## src/rtl/ml_acc_pkg.sv

```systemverilog
// ============================================================================
// Module      : ml_acc_pkg
// Description : Shared types and constants for the accelerator memory path.
// Revision    : 1.0 - initial release
// ============================================================================
`default_nettype none

package ml_acc_pkg;

  typedef enum logic [1:0] {
    IDLE    = 2'd0,
    GRANT   = 2'd1,
    RELEASE = 2'd2
  } arb_state_t;

  localparam int MEM_RD_LATENCY = 1;
  localparam int DEF_ADDR_W     = 32;
  localparam int DEF_DATA_W     = 32;

endpackage

`default_nettype wire

```

## src/rtl/rr_pick.sv

```systemverilog
// ============================================================================
// Module      : rr_pick
// Description : Combinational round-robin picker: first set request at or
//               above the pointer, wrapping around.
// Revision    : 1.0 - initial release
// ============================================================================
`default_nettype none

module rr_pick #(
  parameter int N  = 4,
  parameter int IW = (N > 1) ? $clog2(N) : 1
) (
  input  logic [N-1:0]  i_req,
  input  logic [IW-1:0] i_ptr,
  output logic [IW-1:0] o_idx,
  output logic          o_found
);

  always_comb begin
    int w_pos;
    w_pos   = 0;
    o_idx   = '0;
    o_found = 1'b0;
    for (int k = 0; k < N; k++) begin
      w_pos = int'(i_ptr) + k;
      if (w_pos >= N) w_pos = w_pos - N;
      if (!o_found && i_req[w_pos]) begin
        o_found = 1'b1;
        o_idx   = IW'(w_pos);
      end
    end
  end

endmodule

`default_nettype wire

```

## src/rtl/ml_mem_arbiter.sv

```systemverilog
// ============================================================================
// Module      : ml_mem_arbiter
// Description : Round-robin, burst-locking arbiter sharing one external
//               memory port; optional per-requester beat counters under
//               ML_MEM_ARB_PERF_EN.
// Revision    : 1.0 - initial release
// ============================================================================
`default_nettype none

module ml_mem_arbiter
  import ml_acc_pkg::*;
#(
  parameter int NUM_REQ   = 4,
  parameter int ADDR_W    = DEF_ADDR_W,
  parameter int DATA_W    = DEF_DATA_W,
  parameter int MAX_BURST = 16
) (
  input  logic                        clk,
  input  logic                        rst_n,
  input  logic [NUM_REQ-1:0]          req_valid,
  input  logic [NUM_REQ-1:0]          req_we,
  input  logic [NUM_REQ-1:0]          req_last,
  input  logic [NUM_REQ*ADDR_W-1:0]   req_addr,
  input  logic [NUM_REQ*DATA_W-1:0]   req_wdata,
  output logic [NUM_REQ-1:0]          req_ready,
  output logic [NUM_REQ-1:0]          rsp_valid,
  output logic [DATA_W-1:0]           rsp_data,
  output logic [$clog2(NUM_REQ)-1:0]  grant_id,
  output logic                        busy,
  output logic [ADDR_W-1:0]           ext_mem_addr,
  output logic [DATA_W-1:0]           ext_mem_data_out,
  output logic                        ext_mem_we,
  output logic                        ext_mem_re,
  input  logic [DATA_W-1:0]           ext_mem_data_in,
  input  logic                        ext_mem_ready
`ifdef ML_MEM_ARB_PERF_EN
  ,
  input  logic                        perf_clr,
  output logic [NUM_REQ*32-1:0]       perf_beats
`endif
);

  localparam int IW = $clog2(NUM_REQ);
  localparam int CW = $clog2(MAX_BURST);

  arb_state_t     r_state;
  logic [IW-1:0]  r_grant;
  logic [IW-1:0]  r_ptr;
  logic [IW-1:0]  r_rd_tag;
  logic [CW-1:0]  r_beat_cnt;
  logic           r_busy;
  logic           r_rd_pend;

  logic [IW-1:0]  w_pick_idx;
  logic           w_pick_found;
  logic           w_in_grant;
  logic           w_valid_g;
  logic           w_we_g;
  logic           w_accept;
  logic           w_done;
  logic [IW-1:0]  w_next_ptr;

  rr_pick #(.N(NUM_REQ), .IW(IW)) u_pick (
    .i_req   (req_valid),
    .i_ptr   (r_ptr),
    .o_idx   (w_pick_idx),
    .o_found (w_pick_found)
  );

  assign w_in_grant = (r_state == GRANT);
  assign w_valid_g  = w_in_grant & req_valid[r_grant];
  assign w_we_g     = req_we[r_grant];
  assign w_accept   = w_valid_g & ext_mem_ready;
  assign w_done     = w_accept & (req_last[r_grant] | (r_beat_cnt == CW'(MAX_BURST - 1)));
  assign w_next_ptr = (r_grant == IW'(NUM_REQ - 1)) ? '0 : r_grant + IW'(1);

  // Address/data are zeroed outside GRANT so the bus is quiet while idle.
  assign ext_mem_re       = w_valid_g & ~w_we_g;
  assign ext_mem_we       = w_valid_g & w_we_g;
  assign ext_mem_addr     = w_in_grant ? req_addr[r_grant*ADDR_W +: ADDR_W] : '0;
  assign ext_mem_data_out = w_in_grant ? req_wdata[r_grant*DATA_W +: DATA_W] : '0;
  assign rsp_data         = r_rd_pend ? ext_mem_data_in : '0;
  assign grant_id         = r_grant;
  assign busy             = r_busy;

  always_comb begin
    req_ready = '0;
    if (w_in_grant) req_ready[r_grant] = ext_mem_ready;
  end

  always_comb begin
    rsp_valid = '0;
    if (r_rd_pend) rsp_valid[r_rd_tag] = 1'b1;
  end

  always_ff @(posedge clk or negedge rst_n) begin
    if (!rst_n) begin
      r_state    <= IDLE;
      r_grant    <= '0;
      r_ptr      <= '0;
      r_rd_tag   <= '0;
      r_beat_cnt <= '0;
      r_busy     <= 1'b0;
      r_rd_pend  <= 1'b0;
    end else begin
      // Read return runs beside the FSM so the last response lands in RELEASE.
      r_rd_pend <= w_accept & ~w_we_g;
      r_rd_tag  <= r_grant;
      case (r_state)
        IDLE: begin
          if (w_pick_found) begin
            r_grant    <= w_pick_idx;
            r_beat_cnt <= '0;
            r_busy     <= 1'b1;
            r_state    <= GRANT;
          end
        end
        GRANT: begin
          if (w_accept) r_beat_cnt <= r_beat_cnt + CW'(1);
          if (w_done) begin
            r_busy  <= 1'b0;
            r_state <= RELEASE;
          end
        end
        RELEASE: begin
          r_ptr   <= w_next_ptr;
          r_state <= IDLE;
        end
        default: r_state <= IDLE;
      endcase
    end
  end

`ifdef ML_MEM_ARB_PERF_EN
  generate
    for (genvar gi = 0; gi < NUM_REQ; gi++) begin : g_perf
      logic [31:0] r_cnt;
      always_ff @(posedge clk or negedge rst_n) begin
        if (!rst_n) begin
          r_cnt <= '0;
        end else if (perf_clr) begin
          r_cnt <= '0;
        end else if (w_accept && (r_grant == IW'(gi)) && (r_cnt != '1)) begin
          r_cnt <= r_cnt + 32'd1;
        end
      end
      assign perf_beats[gi*32 +: 32] = r_cnt;
    end
  endgenerate
`endif

endmodule

`default_nettype wire
```

## config.mk

```make
export PLATFORM = sky130hd
export DESIGN_NAME = ml_mem_arbiter
export DESIGN_NICKNAME = d
export VERILOG_FILES = /design/src/rtl/ml_acc_pkg.sv /design/src/rtl/rr_pick.sv /design/src/rtl/ml_mem_arbiter.sv
export SDC_FILE = /design/constraint.sdc
export NUM_CORES = 1
export LEC_CHECK = 0
export ABC_AREA = 1
export ABC_CLOCK_PERIOD_IN_PS = 1650
export CAP_MARGIN = 10
export CORE_AREA = 2 2 161 163
export DETAILED_ROUTE_END_ITERATION = 10
export DIE_AREA = 0 0 163 165
export GPL_ROUTABILITY_DRIVEN = 0
export REMOVE_ABC_BUFFERS = 1
export SYNTH_ARGS = -nofsm -noshare
export SYNTH_HDL_FRONTEND = slang
export SYNTH_SLANG_ARGS = --single-unit
```

## constraint.sdc

```tcl
create_clock -name clk -period 1.65 [get_ports clk]
set_clock_uncertainty 0.2 [all_clocks]
set_input_delay 0.165 -clock clk [delete_from_list [all_inputs] [get_ports clk]]
set_output_delay 0.165 -clock clk [all_outputs]
set_load 0.02 [all_outputs]
```

Word-level counts from Yosys, hierarchy flattened
Cells that the tools add are included.
Storage, ports and cells
  bits in registers: 14
  bits in latches: 0
  RAM bits: 0
  ROM bits: 0
  bits of input ports: 303
  logic and storage cells: 109
  memories: 0
Cells by class
  $add $sub $neg: 9
  $mul: 0
  divide/modulo/power cells: 0
  order comparisons: 12
  equal/unequal tests: 7
  shift operators: 2
  mux-type cells: 49
  bitwise operators: 9
  reductions and logical operators: 14
Operators with widths (count)
  $shiftx A128 B8 Y32: 2
  $mux W32: 7
  $lt A32 B4 Y1 const B: 4
  $ge A32 B4 Y1 const B: 3
  $sub A32 B4 Y32 const B: 3
  $mux W1: 19
  $mux W4: 4
  $bmux W1 S2: 7
  $mux W2: 7
  $pmux W4 S2: 1
  $add A2 B2 Y3 const B: 2
  $and A1 B1 Y1: 6
  $lt A2 B3 Y1 const B: 2
  $ne A2 B1 Y1 const B: 3
  $reduce_and A3 Y1: 2
  $logic_and A1 B1 Y1: 5
  $add A4 B1 Y4 const B: 1
  $and A4 B4 Y4: 1
  $demux W1 S2: 2
  $eq A2 B2 Y1 const B: 2
  $eq A4 B4 Y1 const B: 1
  $ge A2 B1 Y1 const B: 2
  $pmux W2 S2: 1
  $reduce_and A2 Y1: 2
  11 further kinds: 13

Depth between registers and ports, before layout
Gate-level depths: netlist of run 1.
  depth in word-level cells: 17
  depth in mapped cells: 11

Modules after synthesis
A second synthesis of run 1 with hierarchy kept.
Unflattened totals
  cell total of the unflattened synthesis: 738
  area, all modules: 3599.7 um^2
By module, submodules not included
  ml_mem_arbiter: times used 1, cells an instance 679, area each 3280.6 um^2, sequential area each 350.3 um^2
  rr_pick: times used 1, cells an instance 59, area each 319.1 um^2, sequential area each 0.0 um^2

Worst setup path before layout of run 1
Ideal clock, no wire load.
  path type: reg2out
  start: register r_grant[0] (netlist: grant_id[0])
  end: output ext_mem_data_out[10]
  arrival: 1.623 ns
  required time: 1.285 ns
  setup slack: -0.338 ns
  cell stages (with the launch flop): 8
  cells stage by stage: dfrtp_1 buf_4 buf_4 buf_2 nor2_1 nor2_1 o21ai_0 a21oi_1
On the way
  cells in the longest elaborated chain, start to end: 2
RTL lines
  start: declaration: line ml_mem_arbiter.sv:47  | logic [IW-1:0] r_grant;
  start signal: assignment: line ml_mem_arbiter.sv:112  | r_grant <= w_pick_idx;
  $shiftx A128 B8 Y32: line ml_mem_arbiter.sv:81  | assign ext_mem_data_out = w_in_grant ? req_wdata[r_grant*DATA_W +: DATA_W] : '0;
  $mux W32: line ml_mem_arbiter.sv:81
  end: declaration: line ml_mem_arbiter.sv:31  | output logic [DATA_W-1:0] ext_mem_data_out,
No other way between the ends.

Worst setup path in the final report of run 1
  start: register r_grant[0] (netlist: grant_id[0])
  end: output ext_mem_re
On the way
  cells in the longest elaborated chain, start to end: 4
  elaborated cells between the ends (all ways): 7
RTL lines
  $bmux W1 S2, on equally long branches: line ml_mem_arbiter.sv:71, ml_mem_arbiter.sv:72
  $mux W1, on equally long branches: line ml_mem_arbiter.sv:71, ml_mem_arbiter.sv:72
  $and A1 B1 Y1 / $not A1 Y1 (equally long branches): line ml_mem_arbiter.sv:71, ml_mem_arbiter.sv:78
  $and A1 B1 Y1 (*): line ml_mem_arbiter.sv:78  | assign ext_mem_re = w_valid_g & ~w_we_g;
  end: declaration: line ml_mem_arbiter.sv:33  | output logic ext_mem_re,
Mark *: on every way between the ends. The rest lies on a longest branch, timed or not. The select of a mux whose other input is x is not followed.

==> run_results.csv, run 1 <==
group,metric,value,unit
drt,wl_per_cell,16.1,um
logic_synthesis,synth_top_family_by_area,"simple AND/OR/NAND/NOR gates",
logic_synthesis,synth_compound_area_frac,0.312,
global_route,grt_first_pass_wirelength,33.7,mm
critical_path,critPathLaunchType,"flip-flop",
sta,fmax,472,MHz
floorplanning,rows,58,
finish,final_util,0.403,
floorplanning,die_area,26900,um^2
finish,multi_input_area,3480,um^2
logic_synthesis,ys_ff_latch,14,
finish,area_growth,195,%
clock_network,root_buffer,"clkbuf_16",
global_route,gr-total-overflow,0,
sta,min_period,2.12,ns
placed_design,dp_slack,-0.625,ns
clock_network,cts_tree,"done",
logic_synthesis,synth_edf_count,0,
power,vdd_drop_max,783,uV
critical_path,worstSetupEndpointType,"primary output",
drt,wl_met3,1.89,mm
flow_run,max_cap_violations,0,
drt,wl,24.7,mm
logic_synthesis,synthXorXnorAreaFrac,0.00256,
clock_network,cts.path.max_buffers,2,
power,finalPower,15.9,mW
logic_synthesis,synth_simple_gate_area_share,0.437,
drt,drc,0,
drt,vias,6590,
global_route,grt_max_degree,35,
floorplanning,dieWidth,163,um
critical_path,cp_max_fo,6,
clock_network,cts_made_buffers,3,
power,p_per_area,1580,nW/um^2
global_route,antenna_found_initial,0,
power,leakage,4.45,nW
status,outcome,"complete, but fails checks",
drt,routed-wl-met2,12.5,mm
critical_path,worstPathRequired,1.28,ns
sta,hold_slack,0.00599,ns
logic_synthesis,syn_area_per_cell,4.75,um^2
floorplanning,initial_core_util,0.137,
sta,worst_slew_pin_slew,0.365,ns
logic_synthesis,synth_cell_types,24,
drt,top_layer,"met4",
logic_synthesis,synthAdderAreaFrac,0.0183,
drt,vias_per_cell,4.30,
clock_network,clock_latency,0.24,ns
drt,m1WireLength,9.76,mm
logic_synthesis,async_flop_share,1.00,
floorplanning,boundaryPins,412,
finish,fill_cells,2588,
sta,layout_worst_path_cycle_share,1.28,
sta,rsz0062_at_grt,"true",
critical_path,crit_type,"reg -> out",
logic_synthesis,synth_ff_type,"dfrtp_1",
status,violations,"setup timing",
drt,drt_pass1_iterations,4,
placed_design,hpwl,16.2,mm
worst_hold_path,hold_path_class,"in -> async",
finish,layout_common_cells,"clkdlybuf4s50_1 (302), nor2_1 (195), buf_4 (108), o21ai_1 (67), nand2_1 (62)",
clock_network,cts-htree-levels,1,
drt,dr.first_iter.drc_count,358,
logic_synthesis,yosysWarnings,0,
global_route,grt_pass1_vias,6379,
finish,antennaDiodeCount,0,
clock_network,path_clk_slew,0.05,ns
logic_synthesis,seq_area_frac_synth,0.102,
sta,relSlewSlack,0.756,
sta,setup_ws,-0.467,ns
sta,finalSetupViolCount,82,
floorplanning,dieHeight,165,um
global_route,grt_usage,0.159,
logic_synthesis,netlist_instances,720,
finish,layout_commonest_cell,"clkdlybuf4s50_1",
sta,finalHoldViolCount,0,
drt,postRouteAntennaNets,0,
placed_design,io_buffers,411,
finish,fin_nets,1510,
floorplanning,core_area,25000,um^2
logic_synthesis,syn_area,3420,um^2
finish,drive_gt1_frac,0.356,
sta,drv_slew,0,
logic_synthesis,synthMuxAreaShare,0,
clock_network,clock-sinks,14,
finish,register_area,357,um^2
critical_path,cp.arrival,1.75,ns
## worst max-delay path: stages (launching register included)
cell and delay [ns]:
dfrtp_4 0.51, buf_12 0.15, buf_12 0.13, buf_16 0.13, a21oi_2 0.13, a32oi_2 0.07
buf_4 0.15, nor2_1 0.09, buf_4 0.14
## sequential cells by signal, summed over array words and instances (netlist names)
register and cells:
r_rd_tag 2, r_rd_pend 1, grant_id 2, r_beat_cnt 4, r_ptr 2, busy 1, r_state 2
## power by group
part	switching, mW	internal, mW	leakage [nW]	total, mW
Sequential	0.148	0.475	0.175	0.623
Combinational	7.72	7.07	4.23	14.8
Clock	0.136	0.367	0.0442	0.503
Total	8.00	7.91	4.45	15.9
## logic make-up (layout without fill, tap and decap cells)
group,count (synthesis),count (layout)
simple gates,382,383
compound gates,211,211
buf+inv,107,587
flops,14,14
fa+ha+maj,5,5
xor+xnor,1,1
## per-layer routing
metal / GRT usage / vias up
li1: - / 3282
met1: 0.186 / 2979
met2: 0.298 / 297
met3: 0.0281 / 32
met4: 0.0394 / 0
met5: 0 / -
## stage by stage
| step | instance area (um^2) | std cells | setup TNS, ns |
|---|---|---|---|
| after floorplan | 3180 | 665 | -254.79 |
| after global placement | 8440 | 1478 | -42.01 |
| after detailed placement | 8440 | 1478 | -41.47 |
| after CTS | 9370 | 1519 | -29.43 |
| after global routing | 10100 | 1531 | -33.88 |
| final | 10100 | 1531 | -28.19 |
## Yosys cell counts (all sizes together), types with 2 or more instances
library cell    n  share of area
nor2          275           0.30
o21ai         141           0.21
nand2          86           0.10
a21oi          66          0.097
inv            52          0.057
clkbuf         29          0.032
buf            26          0.038
dfrtp          14           0.10
nand3          14          0.022
nor3            6         0.0088
ha              5          0.018
o211ai          2         0.0044
## timing repair
action,4_1_cts,5_1_grt
resized for setup,662,240
pin swaps,82,108
hold buffers,0,0
cloned,14,9
buffers inserted,23,5
setup endpoints to repair,117,107
## path summary, 6_finish.rpt
path	start	endpoint	slack (ns)	depth (start not counted)
max in group asynchronous	rst_n	r_ptr[1]	0.79	2
worst max register to register	grant_id[0]	r_beat_cnt[2]	-0.38	11
worst max-delay path	grant_id[0]	ext_mem_re	-0.47	8
worst min register to register	busy	busy	0.29	2
min in group clk	busy	busy	0.29	2
worst min-delay path	rst_n	r_beat_cnt[3]	0.006	1
## area by class of cell
type                       instances  share of cell area
inverter                          52              0.0208
multi-input combinational        600               0.344
sequential                        14              0.0353
clock buffer                       4             0.00880
tap                              330              0.0409
timing repair buffer             531               0.550
Note: power is estimated with default switching activity, not from simulation.
==> inputs of run 2 (changes only) <==
--- a/config.mk
+++ b/config.mk
@@ -8,11 +8,16 @@
 export ABC_AREA = 1
 export ABC_CLOCK_PERIOD_IN_PS = 1650
 export CAP_MARGIN = 10
-export CORE_AREA = 2 2 161 163
+export CELL_PAD_IN_SITES_DETAIL_PLACEMENT = 1
+export CELL_PAD_IN_SITES_GLOBAL_PLACEMENT = 1
+export CORE_ASPECT_RATIO = 1.25
+export CORE_MARGIN = 2
+export CORE_UTILIZATION = 14
 export DETAILED_ROUTE_END_ITERATION = 10
-export DIE_AREA = 0 0 163 165
 export GPL_ROUTABILITY_DRIVEN = 0
+export PLACE_DENSITY_LB_ADDON = 0.1
 export REMOVE_ABC_BUFFERS = 1
 export SYNTH_ARGS = -nofsm -noshare
 export SYNTH_HDL_FRONTEND = slang
+export SYNTH_HIERARCHICAL = 1
 export SYNTH_SLANG_ARGS = --single-unit
==> run 2 against run 1 <==
The flow still finishes with violations (setup timing). Final area down 5.6%. Setup slack gained 0.022 ns. First-iteration DRC count decreased by 56%. Non-clock buffer count shrank 8. Synthesized area increased by 5.2%. Maximum frequency up 1.0%. Power grew 12%. Register-to-register slack gained 0.12 ns. Utilization fell by 2.7 points. Synthesized cell count rose by 2.5%. Sequential power increased by 14%. Routed wire length grew 16%. Critical path type unchanged. Critical endpoint is now ext_mem_addr[10]. Largest cell class unchanged.
==> run_results.csv, run 2 <==
group,metric,value,unit
placed_design,dp_slack,-0.604,ns
global_route,antenna_found_initial,9,
placed_design,place_inst,1491,
finish,layout_common_cells,"clkdlybuf4s50_1 (302), nor2_1 (225), buf_4 (118), nand2_1 (69), o21ai_1 (69)",
clock_network,root_buffer,"clkbuf_16",
sta,tns,-28.30,ns
finish,area_growth,165,%
drt,wl,28.7,mm
logic_synthesis,yosysMostFrequentCell,"nor2_1",
power,p_per_area,1860,nW/um^2
critical_path,worstPathRequired,1.28,ns
finish,final_cells,1551,
finish,top_register,"r_beat_cnt",
power,vdd_drop_max,734,uV
worst_hold_path,hold_path_class,"in -> async",
logic_synthesis,syn_area,3600,um^2
sta,fmax,477,MHz
power,finalPower,17.8,mW
power,leakage,4.32,nW
drt,vias_per_cell,4.27,
logic_synthesis,ys_ff_latch,14,
sta,rsz0062_at_grt,"true",
critical_path,reg2reg_to,"busy",
logic_synthesis,async_flop_share,1.00,
placed_design,hpwl,21.5,mm
floorplanning,core_area,25300,um^2
status,violations,"setup timing",
critical_path,crit_type,"reg -> out",
clock_network,cts_made_buffers,3,
logic_synthesis,synth_cell_types,26,
clock_network,cts_hold_buffers,0,
clock_network,clock_latency,0.24,ns
logic_synthesis,synth_edf_count,0,
drt,drc,0,
clock_network,clock-sinks,14,
floorplanning,boundaryPins,412,
placed_design,io_buffers,411,
sta,relSlewSlack,0.827,
critical_path,reg2reg_slack,-0.26,ns
drt,postRouteAntennaNets,0,
logic_synthesis,synth_ff_type,"dfrtp_1",
sta,layout_worst_path_cycle_share,1.27,
floorplanning,die_area,27000,um^2
finish,fin_nets,1517,
finish,drive_gt1_frac,0.281,
logic_synthesis,syn_area_per_cell,4.88,um^2
sta,finalSetupViolCount,83,
logic_synthesis,yosysWarnings,6,
sta,setup_ws,-0.445,ns
logic_synthesis,yosys.area.top_type_share,0.283,
sta,finalHoldViolCount,0,
clock_network,path_clk_slew,0.05,ns
logic_synthesis,synth_area_leaders,"nor2_1 (28%), o21ai_0 (15%), dfrtp_1 (9.7%), a21oi_1 (9.3%), nand2_1 (9.2%)",
drt,dr.first_iter.drc_count,158,
logic_synthesis,netlist_instances,738,
clock_network,cts_tree,"done",
sta,drv_slew,0,
drt,drt_pass1_iterations,4,
logic_synthesis,seq_area_frac_synth,0.0973,
clock_network,cts.path.max_buffers,2,
sta,min_period,2.10,ns
drt,vias,6628,
drt,wl_per_cell,18.5,um
critical_path,worstSetupEndpointType,"primary output",
critical_path,cp.arrival,1.73,ns
critical_path,rr_startpoint,"grant_id[0]",
logic_synthesis,synthTopCellsByCount,"nor2_1 (271), o21ai_0 (110), nand2_1 (88), a21oi_1 (67), inv_1 (53)",
critical_path,critPathLaunchType,"flip-flop",
floorplanning,dieHeight,183,um
floorplanning,initial_core_util,0.142,
sta,worst_slew_pin_slew,0.257,ns
global_route,grt_usage,0.200,
global_route,grt_max_degree,36,
critical_path,cp_max_fo,6,
global_route,grt_pass1_vias,6916,
sta,hold_slack,0.0468,ns
flow_run,max_cap_violations,0,
floorplanning,dieWidth,147,um
status,outcome,"complete, but fails checks",
finish,largest_reg_flops,4,
floorplanning,rows,65,
clock_network,cts-htree-levels,1,
logic_synthesis,yosys.area.top_type,"nor2_1",
global_route,gr-total-overflow,0,
global_route,grt_first_pass_wirelength,41.6,mm
critical_path,rr_worst_depth,10,
finish,layout_commonest_cell,"clkdlybuf4s50_1",
run 2: changes by cell type after synthesis, moves of 6 or more:
cell	delta
buf_6	+7
o21ai_1	+12
clkbuf_2	+8
nand2_1	+9
nand3_1	+6
clkbuf_1	-9
o21ai_0	-22
run 2: layer usage:
metal / vias to the layer above / share of wire / track usage
met1: 3009 / 0.39 / 0.221
met3: 31 / 0.082 / 0.0624
met5: - / 0.00084 / 0
li1: 3300 / - / -
met2: 284 / 0.51 / 0.369
met4: 4 / 0.021 / 0.0523
run 2: worst max path at each step:
stage / slack [ns] / cells past startpoint / to / from
3_5_place_dp: -0.60 / 7 / ext_mem_data_out[30] / grant_id[0]
2_1_floorplan: -3.42 / 6 / ext_mem_re / grant_id[0]
4_1_cts: -0.48 / 7 / ext_mem_addr[13] / grant_id[0]
5_1_grt: -0.52 / 5 / ext_mem_data_out[26] / grant_id[0]
6_report: -0.45 / 8 / ext_mem_addr[10] / grant_id[0]
3_3_place_gp: -0.59 / 5 / ext_mem_addr[9] / grant_id[0]
run 2: cells by family after synthesis:
logic type	share of synthesized area
AND/OR/NAND/NOR	0.456
AO/OA/AOI/OAI	0.275
buffers and inverters	0.148
flip-flops	0.0973
adder cells (fa/ha/maj)	0.0174
XOR/XNOR	0.00243
multiplexers	0.00313
run 2: through the flow:
stage / instance area (um^2) / util
6_report: 9530 / 0.377
4_1_cts: 9200 / 0.364
2_1_floorplan: 3280 / -
3_5_place_dp: 8520 / 0.337
5_1_grt: 9530 / 0.377
3_3_place_gp: 8520 / 0.337
run 2: critical path, stage by stage, from the launching register on:
cell and delay (ns):
dfrtp_4 0.57, buf_8 0.18, buf_12 0.13, clkbuf_16 0.15, nor2_1 0.10, nor2_1 0.04, o21ai_0 0.07, a21oi_1 0.08
buf_4 0.16
run 2: power by group:
part           switching (mW)  internal [mW]
clock                   0.142          0.327
combinational            8.71           7.88
sequential              0.210          0.501
total                    9.07           8.71
run 2: what timing repair did:
item,4_1_cts,5_1_grt
setup buffers,22,13
setup endpoints to repair,119,103
pin swaps,33,39
gates cloned,12,5
gates resized for setup,553,126
hold endpoints to repair,0,0
run 2: layout make-up:
cell class | count | area, um^2
Timing Repair Buffer | 523 | 5360
Antenna cell | 8 | 20.0
Tap cell | 335 | 419
Inverter | 57 | 226
Multi-Input combinational cell | 610 | 3070
Clock buffer | 4 | 78.8
Sequential cell | 14 | 359
Fill cell | 3186 | 15800
==> inputs of run 3 (changes only) <==
--- a/config.mk
+++ b/config.mk
@@ -5,15 +5,13 @@
 export SDC_FILE = /design/constraint.sdc
 export NUM_CORES = 1
 export LEC_CHECK = 0
-export ABC_AREA = 1
-export ABC_CLOCK_PERIOD_IN_PS = 1650
+export ABC_CLOCK_PERIOD_IN_PS = 2400
 export CAP_MARGIN = 10
 export CELL_PAD_IN_SITES_DETAIL_PLACEMENT = 1
 export CELL_PAD_IN_SITES_GLOBAL_PLACEMENT = 1
-export CORE_ASPECT_RATIO = 1.25
-export CORE_MARGIN = 2
-export CORE_UTILIZATION = 14
+export CORE_AREA = 2 2 159 161
 export DETAILED_ROUTE_END_ITERATION = 10
+export DIE_AREA = 0 0 161 163
 export GPL_ROUTABILITY_DRIVEN = 0
 export PLACE_DENSITY_LB_ADDON = 0.1
 export REMOVE_ABC_BUFFERS = 1
==> constraint.sdc (replaced) <==
create_clock -name clk -period 2.4 [get_ports clk]
set_clock_uncertainty 0.2 [all_clocks]
set_input_delay 0.24 -clock clk [delete_from_list [all_inputs] [get_ports clk]]
set_output_delay 0.24 -clock clk [all_outputs]
set_load 0.02 [all_outputs]
==> run 3 against run 2 <==
The run now ends clean. Sequential cell count stayed put. First-iteration DRC count decreased by 24%. Count of clock-buffer cells in the layout did not move. Sequential share of layout area up 0.91 points. Worst hold slack better by 0.17 ns. Synthesized area decreased by 15%. Utilization decreased by 6.7 points. Highest routed layer unchanged.
==> run_results.csv, run 3 <==
group,metric,value,unit
status,outcome,"completed",
critical_path,critPathLaunchType,"flip-flop",
global_route,antenna_found_initial,2,
clock_network,root_buffer,"clkbuf_16",
clock_network,clock_latency,0.24,ns
flow_run,max_cap_violations,0,
sta,finalHoldViolCount,0,
global_route,gr-total-overflow,0,
logic_synthesis,yosysMostFrequentCell,"and2_1",
placed_design,io_buffers,411,
drt,dr.first_iter.drc_count,120,
critical_path,startpoint,"grant_id[0]",
logic_synthesis,syn_area_per_cell,11.3,um^2
clock_network,cts_tree,"done",
sta,min_period,2.39,ns
critical_path,worstSetupEndpointType,"primary output",
global_route,grt_pass1_vias,4744,
clock_network,cts.path.max_buffers,2,
critical_path,crit_chain,"buf_12 > buf_4 > mux4_2 > and2_1 > clkdlybuf4s15_2",
logic_synthesis,ys_ff_latch,14,
sta,drv_slew,0,
critical_path,cp.arrival,1.95,ns
worst_hold_path,hold_path_class,"in -> async",
finish,register_area,358,um^2
logic_synthesis,synthTopCellsByCount,"and2_1 (100), mux4_2 (67), dfrtp_1 (14), clkbuf_1 (12), nand2_1 (9)",
floorplanning,boundaryPins,412,
logic_synthesis,yosysWarnings,6,
logic_synthesis,yosys.area.top_type_share,0.492,
logic_synthesis,synth_area_leaders,"mux4_2 (49%), and2_1 (20%), dfrtp_1 (11%), buf_12 (2.6%), ha_1 (2.0%)",
sta,fmax,418,MHz
sta,worst_slew_pin_slew,0.697,ns
clock_network,path_clk_slew,0.05,ns
critical_path,cp_max_fo,5,
finish,largest_reg_flops,4,
power,p_per_area,802,nW/um^2
logic_synthesis,seq_area_frac_synth,0.114,
logic_synthesis,synth_ff_type,"dfrtp_1",
floorplanning,initial_core_util,0.124,
sta,setup_ws,0.00815,ns
finish,final_util,0.310,
drt,drt_pass1_iterations,4,
critical_path,cp_slowest_cell,"dfrtp_4",
logic_synthesis,synthMuxAreaShare,0.506,
logic_synthesis,yosys.area.top_type,"mux4_2",
drt,drc,0,
sta,relSlewSlack,0.534,
finish,area_growth,150,%
power,vdd_drop_max,486,uV
finish,layout_commonest_cell,"clkdlybuf4s50_1",
clock_network,cts-htree-levels,1,
logic_synthesis,synthXorXnorAreaFrac,0,
drt,wl,21.8,mm
finish,fill_cells,2838,
finish,layout_common_cells,"clkdlybuf4s50_1 (341), and2_1 (97), mux4_2 (67), buf_2 (45), buf_4 (21)",
critical_path,crit_type,"reg -> out",
clock_network,clock-sinks,14,
logic_synthesis,synth_edf_count,0,
power,leakage,2.95,nW
drt,vias,4094,
clock_network,cts_made_buffers,3,
floorplanning,die_area,26200,um^2
critical_path,worstPathRequired,1.96,ns
logic_synthesis,synthAdderAreaFrac,0.0204,
finish,multi_input_area,2510,um^2
logic_synthesis,synth_top_family_by_area,"multiplexers",
sta,rsz0062_at_grt,"true",
global_route,grt_max_degree,67,
global_route,grt_first_pass_wirelength,30.6,mm
clock_network,cts_hold_buffers,0,
placed_design,hpwl,18.9,mm
finish,fin_nets,997,
logic_synthesis,netlist_instances,270,
critical_path,slowest_delay,0.49,ns
floorplanning,core_area,24700,um^2
logic_synthesis,synth_compound_area_frac,0.0323,
drt,vias_per_cell,4.02,
power,finalPower,6.14,mW
finish,top_register,"r_beat_cnt",
sta,finalSetupViolCount,0,
drt,wl_per_cell,21.4,um
global_route,grt_usage,0.157,
floorplanning,rows,58,
sta,layout_worst_path_cycle_share,0.997,
drt,postRouteAntennaNets,0,
finish,drive_gt1_frac,0.247,
logic_synthesis,syn_area,3060,um^2
floorplanning,dieHeight,163,um
critical_path,rr_startpoint,"grant_id[0]",
logic_synthesis,synth_simple_gate_area_share,0.254,
logic_synthesis,async_flop_share,1.00,
placed_design,dp_slack,-0.122,ns
logic_synthesis,synth_cell_types,32,
floorplanning,dieWidth,161,um
==> run 3: changes by cell type in the layout (fill, tap and decap cells not counted), moves of 60 or more <==
cell / previous run / this run
and2_1: 0 / 97
buf_4: 118 / 21
mux4_2: 0 / 67
nand2_1: 69 / 9
nor2_1: 225 / 5
o21ai_1: 69 / 0
==> run 3: critical path, delay by kind of cell, from the launching register on <==
family        cells  cell delay, ns
simple gates      1            0.16
flops             1            0.49
mux               1            0.48
buf+inv           3            0.56
==> run 3: cell type report <==
type / count / share of cell area
diodes: 1 / 0.000327
clock buffers: 4 / 0.0116
inverters: 9 / 0.00441
multi-input cells: 220 / 0.328
flip-flops and latches: 14 / 0.0467
well taps: 330 / 0.0539
repair buffers: 441 / 0.555
==> run 3: kinds of logic after synthesis <==
family / after synthesis
DFF: 14
buffers and inverters: 36
muxes: 71
and+or+nand+nor: 129
adders and majority gates: 5
AOI/OAI and AO/OA: 15
==> run 3: per-stage QoR <==
step,setup TNS [ns],area (um^2),hold WS (ns),std cells
6_report,0,7650,0.218,1019
5_1_grt,-0.189,7650,0.284,1018
4_1_cts,-0.281,7710,0.255,1017
3_5_place_dp,-0.988,7680,0.303,1006
3_3_place_gp,-0.731,7680,0.282,1006
2_1_floorplan,-145.91,2870,-0.256,243
==> run 3: path summary, 6_finish.rpt <==
| path | to | cells after the start | slack [ns] |
|---|---|---|---|
| setup / recovery | ext_mem_addr[13] | 5 | 0.008 |
| min in group clk | r_beat_cnt[0] | 1 | 0.31 |
| hold / removal | busy | 1 | 0.22 |
| setup reg to reg | r_beat_cnt[0] | 5 | 0.29 |
| max in group asynchronous | grant_id[0] | 1 | 1.27 |
| hold reg to reg | r_beat_cnt[0] | 1 | 0.31 |
==> run 3: per-layer routing <==
| layer | vias up | track usage | routed length [um] |
|---|---|---|---|
| li1 | 1861 | - | - |
| met1 | 1971 | 0.154 | 7300 |
| met2 | 240 | 0.305 | 11800 |
| met3 | 18 | 0.0698 | 2370 |
| met4 | 4 | 0.0268 | 320 |
| met5 | - | 0 | 27 |
==> run 3: what timing repair did <==
item,4_1_cts,5_1_grt
pin swaps,0,0
setup buffers,6,0
gates resized for setup,219,40
cloned,1,1
setup endpoints to repair,69,24
==> run 3: report_power, final <==
| part | switching [mW] | internal, mW | total (mW) |
|---|---|---|---|
| clock | 0.0996 | 0.253 | 0.352 |
| combinational | 2.60 | 2.75 | 5.35 |
| sequential | 0.111 | 0.327 | 0.438 |
| total | 2.81 | 3.33 | 6.14 |
